--- src/rtl/sd_sector_responder_if.sv ---
// Sector-buffer, mount and backing-store signal bundle for sd_sector_responder.
// Latency: none, pure wiring.
// Backpressure: none; the sd_rd/sd_wr request level is the only flow control.
//
// Port summary:
//   sd_*      : core sector-buffer handshake (request, ack, buffer RAM port)
//   mount_req / img_mounted / img_size : image announcement
//   mem_*     : word-wide backing store, one-cycle read latency
//   oob       : sticky out-of-range LBA flag
// master = the responder, slave = the core plus the backing store.
interface sd_sector_responder_if #(
    parameter int LBA_BITS = 7
);
    logic [31:0]           sd_lba;
    logic                  sd_rd;
    logic                  sd_wr;
    logic                  sd_ack;
    logic [7:0]            sd_buff_addr;
    logic [15:0]           sd_buff_dout;
    logic                  sd_buff_wr;
    logic [15:0]           sd_buff_din;
    logic                  mount_req;
    logic                  img_mounted;
    logic [63:0]           img_size;
    logic [LBA_BITS+7:0]   mem_addr;
    logic                  mem_rd;
    logic [15:0]           mem_dout;
    logic                  mem_wr;
    logic [15:0]           mem_din;
    logic                  oob;

    modport master (
        input  sd_lba, sd_rd, sd_wr, sd_buff_din, mount_req, mem_dout,
        output sd_ack, sd_buff_addr, sd_buff_dout, sd_buff_wr,
               img_mounted, img_size, mem_addr, mem_rd, mem_wr, mem_din, oob
    );

    modport slave (
        output sd_lba, sd_rd, sd_wr, sd_buff_din, mount_req, mem_dout,
        input  sd_ack, sd_buff_addr, sd_buff_dout, sd_buff_wr,
               img_mounted, img_size, mem_addr, mem_rd, mem_wr, mem_din, oob
    );
endinterface

--- src/rtl/sd_sector_responder.sv ---
// Host-side sector responder: streams 512-byte sectors between a backing store and the core buffer.
// Latency: sd_ack rises 1+ACK_DELAY cycles after the request is sampled; 256 words, one per cycle.
// Backpressure: none; once sd_ack is high the transfer runs to completion, request changes ignored.
//
// Ports:
//   clk_sys : system clock
//   RESET_N : asynchronous active-low reset
//   bus     : sd_sector_responder_if.master (sector handshake, mount, backing store, oob)
module sd_sector_responder #(
    parameter int LBA_BITS    = 7,
    parameter int IMG_SECTORS = 128,
    parameter int ACK_DELAY   = 4
) (
    input  logic                         clk_sys,
    input  logic                         RESET_N,
    sd_sector_responder_if.master        bus
);
    localparam logic [7:0]  DLY     = 8'(ACK_DELAY);
    localparam logic [31:0] IMG_LIM = 32'(IMG_SECTORS);

    typedef enum logic [2:0] {
        S_IDLE,
        S_DELAY,
        S_XFER_RD,
        S_XFER_WR,
        S_DONE
    } state_t;

    state_t                r_state;
    state_t                w_next;

    logic [7:0]            r_dly;
    logic [8:0]            r_cnt;        // word being issued; bit 8 marks the drain cycle
    logic                  r_pend;       // a word issued last cycle completes this cycle
    logic [7:0]            r_buff_addr;  // word index of the completing beat, held afterwards
    logic [LBA_BITS-1:0]   r_lba;
    logic                  r_dir_rd;
    logic                  r_is_oob;     // current transfer is out of range
    logic                  r_oob;        // sticky
    logic                  r_mounted;

    logic                  w_req;
    logic                  w_in_xfer;
    logic                  w_issue;
    logic                  w_rd_issue;
    logic                  w_wr_present;
    logic                  w_buff_wr;
    logic                  w_mem_rd;
    logic                  w_mem_wr;
    logic                  w_lba_oob;

    assign w_req        = bus.sd_rd | bus.sd_wr;
    assign w_lba_oob    = (bus.sd_lba >= IMG_LIM);
    assign w_in_xfer    = (r_state == S_XFER_RD) || (r_state == S_XFER_WR);
    assign w_issue      = w_in_xfer && !r_cnt[8];
    assign w_rd_issue   = (r_state == S_XFER_RD) && !r_cnt[8];
    assign w_wr_present = (r_state == S_XFER_WR) && !r_cnt[8];

    assign w_buff_wr = r_pend && (r_state == S_XFER_RD);
    assign w_mem_rd  = w_rd_issue && !r_is_oob;
    assign w_mem_wr  = r_pend && (r_state == S_XFER_WR) && !r_is_oob;

    // State register
    always_ff @(posedge clk_sys or negedge RESET_N) begin
        if (!RESET_N) begin
            r_state <= S_IDLE;
        end else begin
            r_state <= w_next;
        end
    end

    // Next state
    always_comb begin
        w_next = r_state;
        case (r_state)
            S_IDLE: begin
                if (w_req) begin
                    // With no delay configured the ack must rise on the very next cycle.
                    if (DLY == 8'd0) begin
                        w_next = bus.sd_rd ? S_XFER_RD : S_XFER_WR;
                    end else begin
                        w_next = S_DELAY;
                    end
                end
            end
            S_DELAY: begin
                if (r_dly == DLY) begin
                    w_next = r_dir_rd ? S_XFER_RD : S_XFER_WR;
                end
            end
            S_XFER_RD, S_XFER_WR: begin
                if (r_cnt[8]) begin
                    w_next = S_DONE;
                end
            end
            S_DONE:  w_next = S_IDLE;
            default: w_next = S_IDLE;
        endcase
    end

    // Datapath
    always_ff @(posedge clk_sys or negedge RESET_N) begin
        if (!RESET_N) begin
            r_dly       <= 8'd0;
            r_cnt       <= 9'd0;
            r_pend      <= 1'b0;
            r_buff_addr <= 8'd0;
            r_lba       <= '0;
            r_dir_rd    <= 1'b0;
            r_is_oob    <= 1'b0;
            r_oob       <= 1'b0;
            r_mounted   <= 1'b0;
        end else begin
            r_mounted <= bus.mount_req;
            r_pend    <= w_issue;

            if (r_state == S_IDLE && w_req) begin
                r_lba    <= bus.sd_lba[LBA_BITS-1:0];
                r_dir_rd <= bus.sd_rd;
                r_is_oob <= w_lba_oob;
                r_dly    <= 8'd1;
                if (w_lba_oob) begin
                    r_oob <= 1'b1;
                end
            end else if (r_state == S_DELAY) begin
                r_dly <= r_dly + 8'd1;
            end

            if (w_issue) begin
                r_cnt       <= r_cnt + 9'd1;
                r_buff_addr <= r_cnt[7:0];
            end else if (!w_in_xfer) begin
                r_cnt <= 9'd0;
            end
        end
    end

    // Writes present the word index directly so the buffer RAM data arrives
    // one cycle later, in step with the mem_wr of that word.
    assign bus.sd_ack       = w_in_xfer;
    assign bus.sd_buff_addr = w_wr_present ? r_cnt[7:0] : r_buff_addr;
    assign bus.sd_buff_wr   = w_buff_wr;
    assign bus.sd_buff_dout = (w_buff_wr && !r_is_oob) ? bus.mem_dout : 16'd0;
    assign bus.mem_rd       = w_mem_rd;
    assign bus.mem_wr       = w_mem_wr;
    assign bus.mem_addr     = w_mem_rd ? {r_lba, r_cnt[7:0]} :
                              w_mem_wr ? {r_lba, r_buff_addr} : '0;
    assign bus.mem_din      = w_mem_wr ? bus.sd_buff_din : 16'd0;
    assign bus.oob          = r_oob;
    assign bus.img_mounted  = r_mounted;
    assign bus.img_size     = 64'(IMG_SECTORS) * 64'd512;
endmodule

--- src/flat_wrapper.sv ---
// flat-port wrapper written by rule: the top's interface ports become plain ports
module sd_sector_responder_flat 
#(
    parameter int LBA_BITS    = 7,
    parameter int IMG_SECTORS = 128,
    parameter int ACK_DELAY   = 4
)
  (clk_sys, RESET_N, bus_sd_lba, bus_sd_rd, bus_sd_wr, bus_sd_buff_din, bus_mount_req, bus_mem_dout, bus_sd_ack, bus_sd_buff_addr, bus_sd_buff_dout, bus_sd_buff_wr, bus_img_mounted, bus_img_size, bus_mem_addr, bus_mem_rd, bus_mem_wr, bus_mem_din, bus_oob);
  sd_sector_responder_if #(.LBA_BITS(LBA_BITS)) bus_i ();
  input  logic clk_sys;
  input  logic RESET_N;
  input wire logic [$bits(bus_i.sd_lba)-1:0] bus_sd_lba;
  input wire logic [$bits(bus_i.sd_rd)-1:0] bus_sd_rd;
  input wire logic [$bits(bus_i.sd_wr)-1:0] bus_sd_wr;
  input wire logic [$bits(bus_i.sd_buff_din)-1:0] bus_sd_buff_din;
  input wire logic [$bits(bus_i.mount_req)-1:0] bus_mount_req;
  input wire logic [$bits(bus_i.mem_dout)-1:0] bus_mem_dout;
  output wire logic [$bits(bus_i.sd_ack)-1:0] bus_sd_ack;
  output wire logic [$bits(bus_i.sd_buff_addr)-1:0] bus_sd_buff_addr;
  output wire logic [$bits(bus_i.sd_buff_dout)-1:0] bus_sd_buff_dout;
  output wire logic [$bits(bus_i.sd_buff_wr)-1:0] bus_sd_buff_wr;
  output wire logic [$bits(bus_i.img_mounted)-1:0] bus_img_mounted;
  output wire logic [$bits(bus_i.img_size)-1:0] bus_img_size;
  output wire logic [$bits(bus_i.mem_addr)-1:0] bus_mem_addr;
  output wire logic [$bits(bus_i.mem_rd)-1:0] bus_mem_rd;
  output wire logic [$bits(bus_i.mem_wr)-1:0] bus_mem_wr;
  output wire logic [$bits(bus_i.mem_din)-1:0] bus_mem_din;
  output wire logic [$bits(bus_i.oob)-1:0] bus_oob;
  assign bus_i.sd_lba = bus_sd_lba;
  assign bus_i.sd_rd = bus_sd_rd;
  assign bus_i.sd_wr = bus_sd_wr;
  assign bus_i.sd_buff_din = bus_sd_buff_din;
  assign bus_i.mount_req = bus_mount_req;
  assign bus_i.mem_dout = bus_mem_dout;
  assign bus_sd_ack = bus_i.sd_ack;
  assign bus_sd_buff_addr = bus_i.sd_buff_addr;
  assign bus_sd_buff_dout = bus_i.sd_buff_dout;
  assign bus_sd_buff_wr = bus_i.sd_buff_wr;
  assign bus_img_mounted = bus_i.img_mounted;
  assign bus_img_size = bus_i.img_size;
  assign bus_mem_addr = bus_i.mem_addr;
  assign bus_mem_rd = bus_i.mem_rd;
  assign bus_mem_wr = bus_i.mem_wr;
  assign bus_mem_din = bus_i.mem_din;
  assign bus_oob = bus_i.oob;
  sd_sector_responder #(.LBA_BITS(LBA_BITS), .IMG_SECTORS(IMG_SECTORS), .ACK_DELAY(ACK_DELAY)) u_core (.clk_sys(clk_sys), .RESET_N(RESET_N), .bus(bus_i));
endmodule
--- config.mk ---
export PLATFORM = sky130hd
export DESIGN_NAME = sd_sector_responder_flat
export DESIGN_NICKNAME = d
export VERILOG_FILES = /design/src/rtl/sd_sector_responder_if.sv /design/src/rtl/sd_sector_responder.sv /design/src/flat_wrapper.sv
export SDC_FILE = /design/constraint.sdc
export NUM_CORES = 1
export LEC_CHECK = 0
export ABC_CLOCK_PERIOD_IN_PS = 1600
export CAP_MARGIN = 0
export CORE_UTILIZATION = 32
export CTS_CLUSTER_DIAMETER = 100
export DETAILED_ROUTE_END_ITERATION = 6
export GPL_ROUTABILITY_DRIVEN = 0
export MAX_ROUTING_LAYER = met4
export PLACE_DENSITY_LB_ADDON = 0.05
export SYNTH_ARGS = -nofsm -noshare
export SYNTH_HDL_FRONTEND = slang
export SYNTH_SLANG_ARGS = --single-unit
--- constraint.sdc ---
create_clock -name clk_sys -period 1.6 [get_ports clk_sys]
set_input_delay 0.16 -clock clk_sys [delete_from_list [all_inputs] [get_ports clk_sys]]
set_output_delay 0.16 -clock clk_sys [all_outputs]
set_load 0.02 [all_outputs]
Yosys cells after proc, flatten, opt, wreduce, memory -nomap -nowiden:

Index checks and enable logic that the tools add are counted.

* register bits after elaboration: 40
* input bits: 69
* logic and storage cells: 53
* output and inout bits: 125

* $add $sub $neg: 2
* $lt $le $gt $ge: 1
* reduce and logical (&&, ||, !) cells: 17
* muxes and demuxes: 14
* equality and inequality tests: 8
* bitwise operators: 1

Operators by type and width (number)
* 32-bit by 8-bit >= comparator with 1-bit output, second input constant: 1
* 16-bit two-way mux: 2
* 15-bit two-way mux: 2
* 8-bit two-way mux: 3
* 9-bit two-way mux: 2
* 9-bit by 1-bit adder with 9-bit output, second input constant: 1
* 1-bit logical AND: 9
* 3-bit two-way mux: 3
* 3-bit one-hot mux with 3 select lines: 1
* 8-bit by 1-bit adder with 8-bit output, second input constant: 1
* 8-bit by 3-bit equality test with 1-bit output, second input constant: 1
* 3-bit by 2-bit equality test with 1-bit output, second input constant: 2
* 2-bit by 1-bit inequality test with 1-bit output, second input constant: 3
* 3-bit by 1-bit equality test with 1-bit output, second input constant: 1
* 3-bit zero test: 1
* 3-bit AND reduction: 1
* 1-bit zero test: 2
* 2-bit inequality test, second input constant: 1
* 2-bit AND reduction: 1
* 2-bit nonzero test: 1
* 2-bit OR reduction: 1
* 1-bit logical OR: 1
* 1-bit two-way mux: 1
* 1-bit OR: 1

Longest topological paths before layout:

Gate-level depths: netlist (run 1).

* depth after elaboration: 5
* mapped depth: 6
* mapped depth without buffers: 6

Worst setup path after synthesis (run 1):

OpenSTA, ideal clock, no wires.

* path type: register -> output
* from: register u_core.r_cnt[8]
* to: output bus_mem_addr[10]
* arrival time: 1663 ps
* path buffers: 1
* required time: 1440 ps
* stages on the path, launching flop included: 5
* slack: -223 ps
* cell sequence: dfrtp_1 clkbuf_1 nor4_4 nor2_2 nor2b_1

* longest elaborated chain between the ends: 4

Ends and longest elaborated chain
* start, declared: RTL line sd_sector_responder.sv:33 `logic [8:0] r_cnt;`
* start signal, assigned: RTL line sd_sector_responder.sv:130 `r_cnt <= r_cnt + 9'd1;`
* 1-bit zero test: RTL line sd_sector_responder.sv:56 `assign w_rd_issue = (r_state == S_XFER_RD) && !r_cnt[8];`
* 1-bit logical AND: RTL line sd_sector_responder.sv:56
* 1-bit logical AND: RTL line sd_sector_responder.sv:60 `assign w_mem_rd = w_rd_issue && !r_is_oob;`
* net bus_mem_rd: RTL line flat_wrapper.sv:25 `output wire logic [$bits(bus_i.mem_rd)-1:0] bus_mem_rd;`
* 15-bit two-way mux: RTL line sd_sector_responder.sv:146 `assign bus.mem_addr = w_mem_rd ? {r_lba, r_cnt[7:0]} :`
* end, declared: RTL line flat_wrapper.sv:24 `output wire logic [$bits(bus_i.mem_addr)-1:0] bus_mem_addr;`

The timed path passes the listed nets, and every way through them passes these cells.

Final worst setup path (run 1):

* from: register u_core.r_state[2]
* to: output bus_mem_addr[13]

* longest elaborated chain between the ends: 5
* elaborated cells between the ends (all ways): 8
* those cells by class: eq/ne (2); mux (2); reduce/logical (4)

Ends and longest elaborated chain
* start, declared: RTL line sd_sector_responder.sv:29 `state_t r_state;`
* start signal, assigned: RTL line sd_sector_responder.sv:68 `r_state <= w_next;`
* 3-bit by 2-bit equality test with 1-bit output: RTL line sd_sector_responder.sv:61 `assign w_mem_wr = r_pend && (r_state == S_XFER_WR) && !r_is_oob;`
* 1-bit logical AND (2 in series): RTL line sd_sector_responder.sv:61
* 15-bit two-way mux: RTL line sd_sector_responder.sv:147 `w_mem_wr ? {r_lba, r_buff_addr} : '0;`
* 15-bit two-way mux *: RTL line sd_sector_responder.sv:146

Every way passes the cells marked *; elsewhere a longest branch is shown, timed or not.

==> results summary, run 1 <==
The checks that failed: setup timing. The synthesis-to-layout area growth is 70.01%. For this run, the slowest stage of the critical path takes 0.39 ns.

The die boundary height came out at 94.83 µm. The initial core utilization is 33.39%. In this run the worst hold path is classified as in -> reg.

The final total negative setup slack came out at -12.63 ns. The number of synthesis warnings came out at 0. The clock network accounts for 40.3% of the total power. The portion of total power attributed to combinational logic came out at 14.7%.

The global-route total usage across every layer came out at 17.00%. The transition at the pin with the smallest max-transition slack is 0.5094 ns. The worst setup path is captured at a primary output. The critical path in this run is classified as reg -> out. The endpoint identified for the worst register-to-register timing path is u_core.r_dly[3]$_DFFE_PN0P_. Setup slack on the critical path of the routed design comes to -0.3183 ns.

The area share of the leading cell type in the synthesized netlist came out at 36.30%. The max-cap check violation count came out at 0. The netlist area before placement is 0.002758 mm². In the routed layout, each cell is associated on average with a via count of 4.429. Wires add up to 7330 µm. Setup repair after global routing could not meet its margin everywhere.

At the later pin of the worst-skew pair, clock insertion delay measures 0.30 ns. The switching power total came out at 0.5369 mW. The via count of the first global-routing pass is 2,327. In the post-synthesis netlist, the biggest area contributors are sky130_fd_sc_hd__dfrtp_1, sky130_fd_sc_hd__buf_4, sky130_fd_sc_hd__mux2_2, sky130_fd_sc_hd__and3_1, sky130_fd_sc_hd__and2_1. At the end of the flow the core is filled with cells to 56.77%. 194 I/O pins were placed. The register bit count reported by yosys is 40. The run finished, with violations left. The largest total area in the synthesized netlist belongs to sky130_fd_sc_hd__dfrtp_1. The via count came out at 2,467. The data arrival time of the worst path is 1.76 ns.

The signal on the critical path passes through nand2b_4 > buf_6 > nor4_4 > buf_12 > nor2_4 > buf_4 > nor2b_4 > buf_6. TritonCTS built the clock tree. The path depth of the worst reg2reg path is 5. After detailed placement, the total cell area comes to 0.004161 mm². The internal portion of total power came out at 1.712 mW. The total CTS buffers is 5. The instance count of the mapped netlist is 282. Each instance of the synthesized netlist takes up on average 9.779 µm². The horizontal extent of the die is 94.83 µm. The number of H-tree levels is 2. The average wire per cell in the routed design came out at 13.16 µm. The cell that appears most often on the critical path is sky130_fd_sc_hd__buf_6.

The leakage power summed over all cells came out at 2.172 nW. The slowest stage of the critical path is the sky130_fd_sc_hd__dfrtp_1 cell. The layout cell share with drive strength beyond 1 is 41.37%. The final setup violation count came out at 59. In the layout the commonest cells are sky130_fd_sc_hd__clkdlybuf4s50_1, sky130_fd_sc_hd__conb_1, sky130_fd_sc_hd__buf_6.

The startpoint of the lowest-slack hold path is bus_mount_req. The source of the worst register-to-register timing path is u_core.r_state[1]$_DFFE_PN0P_. The initial antenna violation count is 0.

The clock transition time at the flip-flop clock pins of the worst setup and hold paths came out at 0.08 ns. The count of buffers inserted at the top-level ports came out at 129. The first-pass iteration count of the detailed router is 4.

The number of core rows came out at 33. The final layout contains 523 nets. For hold timing, the worst endpoint is u_core.bus.img_mounted$_DFF_PN0_. The max-slew violation count is 0. The final design area excluding fillers is 0.004688 mm². The count of nets left with antenna violations once routing finished came out at 0. The remaining routing DRC violations came out at 0.

Based on the critical path, the design can be clocked at up to 521.3 MHz. The worst reg-to-reg setup slack came out at -0.01 ns. The distinct cell type count of the synthesized netlist came out at 41. The worst voltage drop across the vdd grid is 0.3023 mV. For this design, the sink count on the clock tree is 40. After synthesis, flip-flops and latches occupy 36.30% of the total area. The library cell used most frequently in the layout, excluding fill and tap cells, is sky130_fd_sc_hd__clkdlybuf4s50_1. The part of the total power dissipated in sequential elements came out at 45.0%. The remaining max-slew budget at the tightest pin came out at 66.04%.

The number of buffers and inverters on the critical path is 4. The ratio of final minimum period to clock period is 119.9%. The power density of the placed cells came out at 479.7 mW/mm². The worst setup path is launched from a register. The maximum number of pins on one net before global-route repair is 41. Counting I/O delays and the setup requirement, the final critical path takes 1.918 ns. Net switching is 23.88% of the power.

The die covers 0.008993 mm². The wire length of the first global-routing pass is 11,200 µm. The area of the core came out at 0.008258 mm². After layout, the design draws a total of 2.249 mW.

The maximum fanout count along the critical path is 8. The worst hold margin is 0.2979 ns. The antenna diode count is 0. Clock skew on the completed layout was measured at 0.01042 ns.

The final hold violation count came out at 0. The root buffer cell chosen for the clock tree is sky130_fd_sc_hd__clkbuf_8. The number of buffers on the longest clock path came out at 2. After legalization and detailed placement, the total HPWL measured 5367 µm. At the worst endpoint, the required time is 1.44 ns.

The total overflow reported by the global router came out at 0. The cell depth of the worst min-delay path came out at 1. The critical path runs through a total of 8 cells. In this design, the largest share of critical-path delay is due to buffers and inverters. The first routing iteration left 60 violations.
stage by stage:
stage | setup slack [ns] | std cells
after CTS | -0.3677 | 547
after detailed placement | -0.4176 | 530
after global placement | -0.4026 | 530
after floorplan | -0.1202 | 344
final | -0.3183 | 557
after global routing | -0.3860 | 557
how the worst max path moves through the flow:
stage	from	end	slack, ns
after detailed placement	u_core.r_state[2]$_DFFE_PN0P_	bus_sd_buff_addr[0]	-0.42
after global placement	u_core.r_state[2]$_DFFE_PN0P_	bus_sd_buff_addr[0]	-0.40
final	u_core.r_state[2]$_DFFE_PN0P_	bus_mem_addr[13]	-0.32
after CTS	u_core.r_state[2]$_DFFE_PN0P_	bus_sd_buff_addr[0]	-0.37
after floorplan	u_core.r_state[2]$_DFFE_PN0P_	bus_mem_addr[10]	-0.12
after global routing	u_core.r_state[2]$_DFFE_PN0P_	bus_mem_addr[13]	-0.39
registers in the layout, summed over array words and instances (netlist names):
signal	count
u_core.r_dly	8
u_core.r_cnt	9
u_core.bus.oob	1
u_core.r_pend	1
u_core.r_buff_addr	8
u_core.r_state	3
u_core.r_lba	7
u_core.r_dir_rd	1
u_core.bus.img_mounted	1
u_core.r_is_oob	1
cells in the mapped netlist (all sizes together):
library cell,number
clkbuf,3
nand4bb,1
nor2b,8
a21oi,2
and2,18
nor2,17
and3,19
conb,2
dfrtp,40
inv,4
xor2,9
o21ai,3
a21o,1
mux2,23
o31ai,1
or3,1
xnor2,3
or3b,1
nand3,4
nand4,5
ha,3
nor4,7
nor3,6
o21a,1
buf,72
a22o,9
a31oi,1
a311o,1
nand3b,2
mux2i,1
nor3b,2
and3b,1
nand2b,2
nand2,9
metal layers:
metal | global-route usage (%) | share of wire (%)
met1 | 19.51 | 39
met2 | 30.28 | 53
met3 | 2.818 | 6.7
met4 | 4.924 | 1.6
met5 | - | 0
area by class of cell:
type	count	area, µm²
Fill cell	731	3570
Sequential cell	40	1002
Clock buffer	7	96.34
Inverter	4	15.01
Timing Repair Buffer	175	1779
Tap cell	105	131.4
Multi-Input combinational cell	225	1634
Clock inverter	1	30.03
power by group through the flow:
stage	sequential (mW)	clock, mW	combinational, mW
after floorplan	1.03	0	0.254
after global placement	1.03	0	0.323
after detailed placement	1.03	0	0.325
after CTS	1.01	0.940	0.328
after global routing	1.01	0.982	0.362
final	1.01	0.906	0.331
cells by family after synthesis:
kind of cell	after synthesis	share of synthesized area [%]
simple gates	103	23.05
buf+inv	79	20.28
flops	40	36.30
mux	24	9.755
compound gates	19	5.173
xor+xnor	12	3.812
fa+ha+maj	3	1.361
other cells	2	0.2723
worst register-to-register path, stage by stage, from the launching register on:
cell                      delay, ns
sky130_fd_sc_hd__dfrtp_1       0.42
sky130_fd_sc_hd__buf_4         0.15
sky130_fd_sc_hd__buf_6         0.12
sky130_fd_sc_hd__or3b_4        0.41
sky130_fd_sc_hd__or3_1         0.32
sky130_fd_sc_hd__a21oi_1       0.12
timing repair:
action / CTS / global route
pin swaps: 2 / 28
cloned: 2 / 1
resized for setup: 324 / 67
setup buffers: 6 / 10
endpoints found under the hold margin: 40 / 0
endpoints found under the setup margin: 68 / 69
hold buffers: 1 / 0
Power figures use the tool's default switching activity.
==> inputs of run 2 (changes only) <==
Settings changed: HOLD_SLACK_MARGIN set to 0.08.
==> results of run 2 <==
Final layout, timing and power as in run 1 (identical DEF).
